**config.mk**
```make
export PLATFORM = sky130hd
export DESIGN_NAME = jleightcap_stack_core
export DESIGN_NICKNAME = d
export VERILOG_FILES = /design/src/rtl/jleightcap_stack_core.sv
export SDC_FILE = /design/constraint.sdc
export NUM_CORES = 1
export LEC_CHECK = 0
export ABC_AREA = 1
export CORE_MARGIN = 10
export CORE_UTILIZATION = 56
export CTS_CLUSTER_DIAMETER = 150
export CTS_CLUSTER_SIZE = 24
export DETAILED_ROUTE_END_ITERATION = 8
export PLACE_DENSITY_LB_ADDON = 0.25
export SETUP_SLACK_MARGIN = 0.4
export SLEW_MARGIN = 5
export SYNTH_ARGS = -nofsm -noshare
export SYNTH_HDL_FRONTEND = slang
export SYNTH_SLANG_ARGS = --single-unit
```
**constraint.sdc**
```tcl
create_clock -name clk -period 6 [get_ports clk]
set_input_delay 1.2 -clock clk [delete_from_list [all_inputs] [get_ports clk]]
set_output_delay 1.2 -clock clk [all_outputs]
set_load 0.01 [all_outputs]
```
**src/rtl/jleightcap_stack_core.sv**
```systemverilog
// jleightcap_stack_core
//   Four-entry, 8-bit stack machine that retires one 6-bit instruction per
//   clock edge. instr[5:4] selects the class and instr[3:0] is the field k.
//     00 PUSHLO  push {4'h0,k}
//     01 SETHI   top[7:4] <= k (pushes {k,4'h0} when the stack is empty)
//     10 ALU     ADD SUB AND OR XOR DUP DROP SWAP NOT SHL SHR [MUL] NOP
//     11 IO      OUT, CLR, STAT
//   Overflow (ovf) and underflow (unf) are sticky flags. Only CLR and reset
//   clear them.
//   Optional feature: define JLEIGHTCAP_MUL_EN to make ALU k=11 compute b*a.
//   If it is not defined, k=11 is a NOP and the build has no multiplier.
// Ports
//   clk     in   clock, rising-edge
//   rst     in   asynchronous reset, active-high
//   instr   in   [5:0] instruction, consumed on every rising edge
//   io_out  out  [7:0] registered output, updated only by OUT/STAT
module jleightcap_stack_core (
   input  logic       clk,
   input  logic       rst,
   input  logic [5:0] instr,
   output logic [7:0] io_out
);

   localparam logic [1:0] C_PUSHLO = 2'b00;
   localparam logic [1:0] C_SETHI  = 2'b01;
   localparam logic [1:0] C_ALU    = 2'b10;
   localparam logic [1:0] C_IO     = 2'b11;

   // stk[0] is the top entry. Entries at or below depth are stale.
   logic [3:0][7:0] stk, stk_nx;
   logic [2:0]      depth, depth_nx;
   logic            ovf, ovf_nx, unf, unf_nx;
   logic [7:0]      io_nx;

   logic [1:0] cls;
   logic [3:0] k;
   logic       has1, has2, full, is_bin;
   logic [7:0] a, b, alu_r;

   assign cls  = instr[5:4];
   assign k    = instr[3:0];
   assign has1 = (depth != 3'd0);
   assign has2 = (depth >= 3'd2);
   assign full = (depth == 3'd4);
   // A missing operand reads as zero, so stale entries are never observable.
   assign a    = has1 ? stk[0] : 8'h00;
   assign b    = has2 ? stk[1] : 8'h00;

   always_comb begin
      alu_r  = 8'h00;
      is_bin = (k <= 4'd4);
`ifdef JLEIGHTCAP_MUL_EN
      if (k == 4'd11) is_bin = 1'b1;
`endif
      case (k)
         4'd0:    alu_r = b + a;
         4'd1:    alu_r = b - a;
         4'd2:    alu_r = b & a;
         4'd3:    alu_r = b | a;
         4'd4:    alu_r = b ^ a;
         4'd8:    alu_r = ~a;
         4'd9:    alu_r = {a[6:0], 1'b0};
         4'd10:   alu_r = {1'b0, a[7:1]};
`ifdef JLEIGHTCAP_MUL_EN
         4'd11:   alu_r = b * a;
`endif
         default: alu_r = 8'h00;
      endcase
   end

   always_comb begin
      stk_nx   = stk;
      depth_nx = depth;
      ovf_nx   = ovf;
      unf_nx   = unf;
      io_nx    = io_out;
      case (cls)
         C_PUSHLO: begin
            // A push at full depth shifts the bottom entry out.
            stk_nx   = {stk[2:0], {4'h0, k}};
            depth_nx = full ? depth : depth + 3'd1;
            ovf_nx   = ovf | full;
         end
         C_SETHI: begin
            if (has1) begin
               stk_nx[0][7:4] = k;
            end else begin
               stk_nx   = {stk[2:0], {k, 4'h0}};
               depth_nx = 3'd1;
            end
         end
         C_ALU: begin
            if (is_bin) begin
               // Pop two and push one. Depth never drops below 1.
               stk_nx   = {stk[3], stk[3], stk[2], alu_r};
               depth_nx = has2 ? depth - 3'd1 : 3'd1;
               unf_nx   = unf | ~has2;
            end else begin
               case (k)
                  4'd5: begin // DUP
                     stk_nx   = {stk[2:0], a};
                     depth_nx = full ? depth : depth + 3'd1;
                     ovf_nx   = ovf | full;
                     unf_nx   = unf | ~has1;
                  end
                  4'd6: begin // DROP
                     if (has1) begin
                        stk_nx   = {stk[3], stk[3:1]};
                        depth_nx = depth - 3'd1;
                     end else begin
                        unf_nx = 1'b1;
                     end
                  end
                  4'd7: begin // SWAP
                     stk_nx[0] = b;
                     stk_nx[1] = a;
                     unf_nx    = unf | ~has2;
                  end
                  4'd8, 4'd9, 4'd10: begin // unary ops modify the top in place
                     stk_nx[0] = alu_r;
                     unf_nx    = unf | ~has1;
                  end
                  default: ; // NOP
               endcase
            end
         end
         C_IO: begin
            case (k)
               4'd0: begin
                  io_nx  = a;
                  unf_nx = unf | ~has1;
               end
               4'd1: begin
                  depth_nx = 3'd0;
                  ovf_nx   = 1'b0;
                  unf_nx   = 1'b0;
               end
               4'd2:    io_nx = {ovf, unf, 3'b000, depth};
               default: ;
            endcase
         end
         default: ;
      endcase
   end

   always_ff @(posedge clk or posedge rst) begin
      if (rst) begin
         stk    <= '0;
         depth  <= 3'd0;
         ovf    <= 1'b0;
         unf    <= 1'b0;
         io_out <= 8'h00;
      end else begin
         stk    <= stk_nx;
         depth  <= depth_nx;
         ovf    <= ovf_nx;
         unf    <= unf_nx;
         io_out <= io_nx;
      end
   end

endmodule

```
==> results.tsv, run 1 <==
metric	value	unit
yosys_warnings	0	
setup_viol	0	
slowest_delay	470	ps
top_level_ports	16	
syn_inst	577	
hold_viol	0	
synth-seq-cells	45	
status	complete, no violations	
fmax	0.2593	GHz
layout_min_cycle_time	3857	ps
io_buffers	15	
hold_path.class	reg2reg	
antenna_cells	0	
htree_levels	2	
tightest_slew	1330	ps
synth_flop_cell	dfrtp_1	
multiInputGateArea	2449	µm²
vias	4079	
num-fill-cells	675	
path_class	reg2reg	
crit_fanout	9	
synth_adder_area_share	9.394	%
clock_path_buffers	2	
clock_skew	11.25	ps
cts_tree	done	
synth_edf_count	0	
gp_congestion	1.036	
muxShareOfSynthArea	0.2856	%
firstDrtPassIters	8	
rsz0062_at_grt	no	
antenna_found_initial	0	
pre_cts_ws	1882	ps
gr-usage-all-layers	21.10	%
grt_pass1_vias	3785	
synth_top_family_by_area	simple AND/OR/NAND/NOR gates	
cpMostUsedCell	nand2_1	
grt_start_max_net_pins	46	
post_cts_resized	0	
min_period_over_period	64.28	%
layout_common_cells	nand2_1, inv_1, nor2_1	
grt_overflow	0	
synthesis.area	3943	µm²
core	6832	µm²
clkLatencyLatePin	310	ps
avgRoutedWirePerCell	17.05	µm
slew_headroom	10.59	%
peakVddDrop	0.2274	mV
rows	30	
synth-compound-area-share	22.25	%
leakagePower	1.993	nW
nets	622	
area_delta_synth_final	7.331	%
place_hpwl	8.941	mm
cp-end-kind	flip-flop	
path_cells	inv_1 > ha_1 > inv_2 > nor2_4 > nor2_1 > inv_1 > ha_1 > nand2_1 > o21ai_0 > xor2_1 > inv_1 > ha_1 > a21o_1 > nor2_1 > nand2_1 > a21boi_0 > nand2_1 > nand3_1 > nand2_1 > nand2_1 > nand2_1 > nand2_1 > nand2_1	
fin_area	4232	µm²
drcViolationCount	0	
final_common_cell	nand2_1	
power_density	387.3	nW/µm²
worstPathRequired	6220	ps
syn-num-nets	614	
cpMaxStageDelayCell	dfrtp_1	
maxCapViolCount	0	
drt_iter0_markers	483	
die_w	103.9	µm
drt_wl_total	11.63	mm
cts_sinks	45	
synth-simple-area-share	28.69	%
grt_pass1_wl	19.03	mm
slew_violations	0	
ff_latch_area	1126	µm²
tns	0	ps
arrival	4070	ps
cts_buffers	5	
ant_nets	0	
placed_area	4138	µm²
synth-async-reset-ratio	100.0	%
ctsHoldBuffers	0	
cp-start-kind	flip-flop	
viasPerCell	5.981	
setup_ws	2143	ps
synth-xor-area-share	1.333	%
synthDistinctLibCells	42	
cts_setup_buffers	0	
initial_utilization	57.71	%
clk_pin_slew_worst_paths	100	ps
dieArea	10800	µm²
drive_gt1_share	6.826	%
cts-root-buf	clkbuf_8	
chipHeight	103.9	µm
synth_area_per_cell	6.833	µm²
ys_seq_area_share	28.56	%
==> area by class of cell <==
type                       instances  area share [%]
timing repair buffer              15           3.548
sequential                        45           26.61
tap                               96           2.839
clock inverter                     3          0.5914
clock buffer                       5           1.626
inverter                          78           6.919
multi-input combinational        440           57.87
==> worst max-delay path, delay by kind of cell, from the launching register on <==
family / cells / cell delay, ps
compound gates: 3 / 580
simple gates: 12 / 1110
xor+xnor: 1 / 180
flops: 1 / 470
fa+ha+maj: 3 / 870
buf+inv: 4 / 530
==> state kept, by name, summed over array words and instances, names as in the netlist <==
| register | count |
|---|---|
| ovf | 1 |
| depth | 3 |
| stk | 32 |
| unf | 1 |
| io_out | 8 |
==> path summary, 6_finish.rpt <==
path                           from   endpoint  slack [ps]  depth (start not counted)
hold / removal               stk[5]     stk[5]         520                          2
hold reg to reg              stk[5]     stk[5]         520                          2
setup / recovery           depth[0]     stk[7]        2140                         23
max in group asynchronous       rst  io_out[1]        3980                          2
setup reg to reg           depth[0]     stk[7]        2140                         23
min in group asynchronous       rst    stk[23]        1420                          2
==> synth_stat cells (3+ instances only) <==
master | count | area [µm²]
a21oi_1 | 36 | 180.2
a22oi_1 | 7 | 52.55
a31oi_1 | 8 | 50.05
a32oi_1 | 8 | 70.07
buf_2 | 8 | 40.04
clkbuf_1 | 3 | 11.26
dfrtp_1 | 45 | 1126
ha_1 | 28 | 350.3
inv_1 | 72 | 270.3
inv_2 | 6 | 22.52
nand2_1 | 146 | 548.0
nand3_1 | 13 | 65.06
nand4_1 | 5 | 31.28
nor2_1 | 64 | 240.2
nor2_2 | 7 | 43.79
nor3_1 | 7 | 35.03
nor3_4 | 4 | 65.06
o211ai_1 | 9 | 67.56
o21ai_0 | 55 | 275.3
o22ai_1 | 11 | 68.82
xor2_1 | 6 | 52.55
==> where the power goes <==
group	switching [mW]	internal, mW
combinational	0.625	0.329
clock	0.124	0.0845
sequential	0.0813	0.396
total	0.830	0.809
==> layer usage <==
| metal | routed length, µm | global-route usage (%) | up-vias | part of all wire [%] |
|---|---|---|---|---|
| li1 | - | - | 1932 | - |
| met1 | 4958 | 27.84 | 1901 | 43 |
| met2 | 5297 | 32.93 | 211 | 46 |
| met5 | 0 | 0 | - | 0 |
| met3 | 919 | 3.284 | 35 | 7.9 |
| met4 | 455 | 9.940 | 0 | 3.9 |
==> stage by stage <==
stage,hold slack [ps],instances,util [%],total power [mW]
CTS,519.6,682,61.94,1.619
detailed placement,496.7,674,60.57,1.415
global route,553.7,682,61.94,1.787
global placement,485.1,674,60.57,1.380
floorplan,465.2,577,-,1.154
finish,518.5,682,61.94,1.639
==> logic make-up (layout without fill, tap and decap cells) <==
group	after synthesis	count (layout)
AOI/OAI and AO/OA	146	146
and+or+nand+nor	258	258
adders and majority gates	29	29
buffers and inverters	92	101
xor gates and xnor gates	6	6
muxes	1	1
DFF	45	45
Power figures use the tool's default switching activity.
==> inputs of run 2 (changes only) <==
==> constraint.sdc (replaced) <==
create_clock -name clk -period 3.8 [get_ports clk]
set_input_delay 0.76 -clock clk [delete_from_list [all_inputs] [get_ports clk]]
set_output_delay 0.76 -clock clk [all_outputs]
set_load 0.01 [all_outputs]
==> results.tsv, run 2 (same netlist as run 1, synthesis figures left out) <==
metric	value	unit	change
status	complete, no violations		
rows	30		unchanged
cts-root-buf	clkbuf_8		
drcViolationCount	0		unchanged
ant_nets	0		unchanged
hold_depth	2		unchanged
fin_cells	694		+1.8%
final_util	63.96	%	+2.0 points
placed_area	4213	µm²	+1.8%
leakagePower	2.054	nW	+3.1%
tns	0	ps	unchanged
fmax	0.3180	GHz	+23%
path_cells	inv_1 > ha_4 > inv_2 > nor2_4 > buf_4 > nor2_2 > o31ai_1 > xor2_1 > inv_1 > ha_1 > nand2_1 > inv_1 > nand4_1 > nand3_1 > a21oi_1 > o21ai_0 > nand3b_1 > nand2_1 > nand2_1 > nand2_1 > nand2_1		
top_level_ports	16		unchanged
fin_area	4369	µm²	+3.3%
avgRoutedWirePerCell	17.20	µm	+0.85%
arrival	3360	ps	-710 ps
gr-usage-all-layers	21.92	%	+0.81 points
nets	634		+1.9%
layout_min_cycle_time	3144	ps	-712.6 ps
slew_headroom	33.82	%	+23 points
hp-start	stk[4]		
gp_congestion	1.040		+0.42%
maxCapViolCount	0		unchanged
grt_pass1_vias	3906		+3.2%
die_w	103.9	µm	unchanged
slew_violations	0		unchanged
cts_buffers	5		unchanged
power_density	615.1	nW/µm²	+59%
vias	4066		-0.32%
cp-end-kind	flip-flop		
grt_pass1_wl	19.87	mm	+4.4%
whs	521.4	ps	+2.823 ps
peakVddDrop	0.4507	mV	+98%
drt_iter0_markers	502		+3.9%
drive_gt1_share	10.20	%	+3.4 points
cpMaxStageDelayCell	dfrtp_2		
antenna_found_initial	0		unchanged
layout_common_cells	nand2_1, inv_1, nor2_1		
rr_worst_depth	21		-8.7%
clk_pin_slew_worst_paths	100	ps	about the same
cp-start-kind	flip-flop		
io_buffers	15		unchanged
setup_viol	0		unchanged
slowest_delay	480	ps	about the same
hold_viol	0		unchanged
rsz0062_at_grt	yes		
htree_levels	2		unchanged
place_hpwl	9.056	mm	+1.3%
grt_start_max_net_pins	46		unchanged
antenna_cells	0		unchanged
clock_path_buffers	2		unchanged
firstDrtPassIters	5		-3
cp_num_buf_inv	5		+1
grt_overflow	0		unchanged
viasPerCell	5.859		-2.0%
drt_wl_total	11.94	mm	+2.6%
cpMostUsedCell	nand2_1		
hold_path.class	reg2reg		
reg_top3	stk x32, io_out x8, depth x3		
path_class	reg2reg		
chipHeight	103.9	µm	unchanged
dieArea	10800	µm²	unchanged
cts_tree	done		
final_common_cell	nand2_1		
r2r-start	depth[0]		
core	6832	µm²	unchanged
initial_utilization	57.71	%	unchanged
min_period_over_period	82.74	%	+18 points
cts_sinks	45		unchanged
r2r_slack	660	ps	-1490 ps
rr_endpoint	stk[6]		
tightest_slew	991.2	ps	-339.0 ps
place_inst	684		+1.5%
worstPathRequired	4020	ps	-2200 ps
holdPathEnd	stk[4]		
clock_skew	9.159	ps	-2.093 ps
crit_fanout	8		-1
clkLatencyLatePin	310	ps	about the same
largest_register	stk		
area_delta_synth_final	10.82	%	
cpLargestDelayFamily	simple AND/OR/NAND/NOR gates		
largest_register_ffs	32		unchanged
==> run 2: cell count changes in the layout (fill, tap and decap cells not counted), sizes merged <==
cell and change:
buf +12
==> run 2: worst register-to-register path, stage by stage, from the launching register on <==
cell	delay [ps]
dfrtp_2	480
inv_1	150
ha_4	200
inv_2	50
nor2_4	90
buf_4	210
nor2_2	110
o31ai_1	330
xor2_1	170
inv_1	70
ha_1	350
nand2_1	80
inv_1	80
nand4_1	90
nand3_1	130
a21oi_1	70
o21ai_0	90
nand3b_1	90
nand2_1	70
nand2_1	50
nand2_1	60
nand2_1	50
==> run 2: where the power goes <==
part           switching [mW]  internal (mW)
combinational            1.02          0.586
sequential              0.124          0.626
clock                   0.203          0.134
total                    1.34           1.34
==> run 2: per-stage QoR <==
step	total power, mW	setup WS (ps)
2_1_floorplan	1.822	635.7
5_1_grt	2.916	343.1
4_1_cts	2.582	410.9
3_5_place_dp	2.240	220.1
6_report	2.687	655.8
3_3_place_gp	2.212	335.0
==> run 2: how the worst max path moves through the flow <==
stage,cells after the start,to,slack [ps],startpoint
detailed placement,22,stk[7],220,instr[1]
global placement,22,stk[7],340,instr[1]
floorplan,23,stk[7],640,depth[1]
global route,23,stk[7],340,instr[1]
CTS,23,stk[7],410,depth[0]
finish,21,stk[6],660,depth[0]
==> run 2: metal layers <==
layer | up-vias | track usage [%] | wire, µm
met4 | 0 | 7.455 | 371
met5 | - | 0 | 0
li1 | 1952 | - | -
met2 | 177 | 35.09 | 5434
met1 | 1900 | 29.73 | 5370
met3 | 37 | 2.602 | 760
==> run 2: what timing repair did <==
item | CTS | global route
buffers inserted | 0 | 2
hold buffers | 0 | 0
pin swaps | 0 | 1
gates resized for setup | 1 | 13
setup endpoints to repair | 1 | 6
==> run 2: final cells by class <==
type,count,area [µm²]
multi-input cells,440,2495
inverters,78,292.8
well taps,96,120.1
flip-flops and latches,45,1127
repair buffers,27,240.2
clock inverters,3,25.02
clock buffers,5,68.82
fillers,653,2462
==> inputs of run 3 (changes only) <==
==> constraint.sdc (replaced) <==
create_clock -name clk -period 2.7 [get_ports clk]
set_input_delay 0.54 -clock clk [delete_from_list [all_inputs] [get_ports clk]]
set_output_delay 0.54 -clock clk [all_outputs]
set_load 0.01 [all_outputs]
==> results.tsv, run 3 (same netlist as run 1, synthesis figures left out) <==
metric	value	unit	change
status	finished, violations left		
violations	negative setup slack		
vias	4474		+10%
rsz0062_at_grt	yes		
hold_viol	0		unchanged
hold_path.class	in2async		
whs	516.0	ps	-5.373 ps
slew_violations	0		unchanged
dieArea	10800	µm²	unchanged
setup_ws	-177.5	ps	-833.3 ps
cts_buffers	5		unchanged
r2r_slack	-180	ps	-830 ps
io_buffers	15		unchanged
multiInputGateArea	2653	µm²	+6.3%
drive_gt1_share	25.11	%	+15 points
firstDrtPassIters	7		+2
clk_pin_slew_worst_paths	110	ps	about the same
clkLatencyLatePin	310	ps	about the same
ctsHoldBuffers	0		unchanged
worstPathRequired	2910	ps	-1110 ps
layout_common_cells	nand2_1, buf_4, inv_1		
avgRoutedWirePerCell	17.28	µm	+0.50%
path_class	reg2reg		
final_common_cell	nand2_1		
clock_skew	16.52	ps	+7.359 ps
final_util	75.07	%	+11 points
met2_usage	38.38	%	+3.3 points
cts_tree	done		
slew_headroom	61.27	%	+27 points
viasPerCell	5.848		-0.18%
fin_area	5129	µm²	+17%
cpLargestDelayFamily	simple AND/OR/NAND/NOR gates		
num-fill-cells	540		-17%
cpMostUsedCell	nand2_1		
die_w	103.9	µm	unchanged
cpMaxStageDelayCell	dfrtp_1		
antenna_cells	0		unchanged
power_density	943.4	nW/µm²	+53%
drt_wl_total	13.22	mm	+11%
ant_nets	0		unchanged
cts-root-buf	clkbuf_8		
htree_levels	2		unchanged
peakVddDrop	0.5658	mV	+26%
leakagePower	2.463	nW	+20%
largest_register_ffs	32		unchanged
slowest_delay	420	ps	-60 ps
area_delta_synth_final	30.09	%	
ff_latch_area	1126	µm²	-0.11%
grt_start_max_net_pins	18		-61%
grt_use_met3	2.602	%	unchanged
min_period_over_period	106.6	%	+24 points
rows	30		unchanged
pre_cts_ws	-488.6	ps	-708.6 ps
tns	-552.6	ps	-552.6 ps
place_hpwl	10.11	mm	+12%
placed_area	4777	µm²	+13%
pwr-share-seq	21.5	%	-6.4 points
tightest_slew	578.9	ps	-412.3 ps
grt_pass1_vias	4243		+8.6%
layout_min_cycle_time	2877	ps	-266.7 ps
drt_iter0_markers	377		-25%
pwr-share-comb	68.9	%	+9.3 points
chipHeight	103.9	µm	unchanged
cp-end-kind	flip-flop		
use_met1	32.21	%	+2.5 points
p_clk_share	9.6	%	-2.9 points
power	4.838	mW	+80%
gr-usage-all-layers	24.00	%	+2.1 points
setup_viol	5		+5
grt_pass1_wl	21.66	mm	+9.0%
antenna_found_initial	0		unchanged
clock_path_buffers	2		unchanged
switching_share	47.06	%	-2.9 points
grt-busiest-layer	met2		
maxCapViolCount	0		unchanged
grt_overflow	0		unchanged
cp-start-kind	flip-flop		
cp_num_buf_inv	4		-1
place_inst	744		+8.8%
nets	705		+11%
power.switching	2.277	mW	+70%
initial_utilization	57.71	%	unchanged
gp_congestion	0.9654		-7.2%
fin_cells	765		+10%
crit_fanout	4		-4
largest_register	stk		
reg_top3	stk x32, io_out x8, depth x3		
top_level_ports	16		unchanged
arrival	3080	ps	-280 ps
drcViolationCount	0		unchanged
internal-power	2.562	mW	+90%
cts_sinks	45		unchanged
fmax	0.3475	GHz	+9.3%
core	6832	µm²	unchanged
-- run 3: changes by cell type in the layout (fill, tap and decap cells not counted), sizes merged --
cell,before,now
buf,12,83
dlymetal6s2s,0,1
clkdlybuf4s50,15,14
-- run 3: power groups by stage --
stage	Combinational (mW)	Sequential, mW	Clock (mW)
floorplan	1.70	1.02	0
global placement	2.74	1.04	0
detailed placement	2.82	1.05	0
CTS	3.04	1.03	0.463
global route	3.63	1.06	0.501
finish	3.33	1.04	0.466
-- run 3: metal layers --
layer / vias to the layer above / routed length, µm
met1: 2075 / 5384
met5: - / 0
met2: 246 / 6182
li1: 2104 / -
met4: 0 / 535
met3: 49 / 1121
-- run 3: area by class of cell --
cell class / count / area share, %
flip-flops and latches: 45 / 21.96
clock buffers: 5 / 1.342
multi-input cells: 440 / 51.72
well taps: 96 / 2.342
clock inverters: 3 / 0.4879
inverters: 78 / 5.757
repair buffers: 98 / 16.39
-- run 3: path summary, 6_finish.rpt --
kind / cells past startpoint / start / to
setup reg to reg: 25 / depth[0] / stk[7]
max in group asynchronous: 3 / rst / io_out[4]
hold / removal: 2 / rst / stk[3]
hold reg to reg: 2 / stk[4] / stk[4]
min in group clk: 2 / stk[4] / stk[4]
setup / recovery: 25 / depth[0] / stk[7]
-- run 3: repair_timing --
item / 4_1_cts / 5_1_grt
setup endpoints to repair: 7 / 35
resized for setup: 21 / 28
setup buffers: 3 / 10
pin swaps: 24 / 24
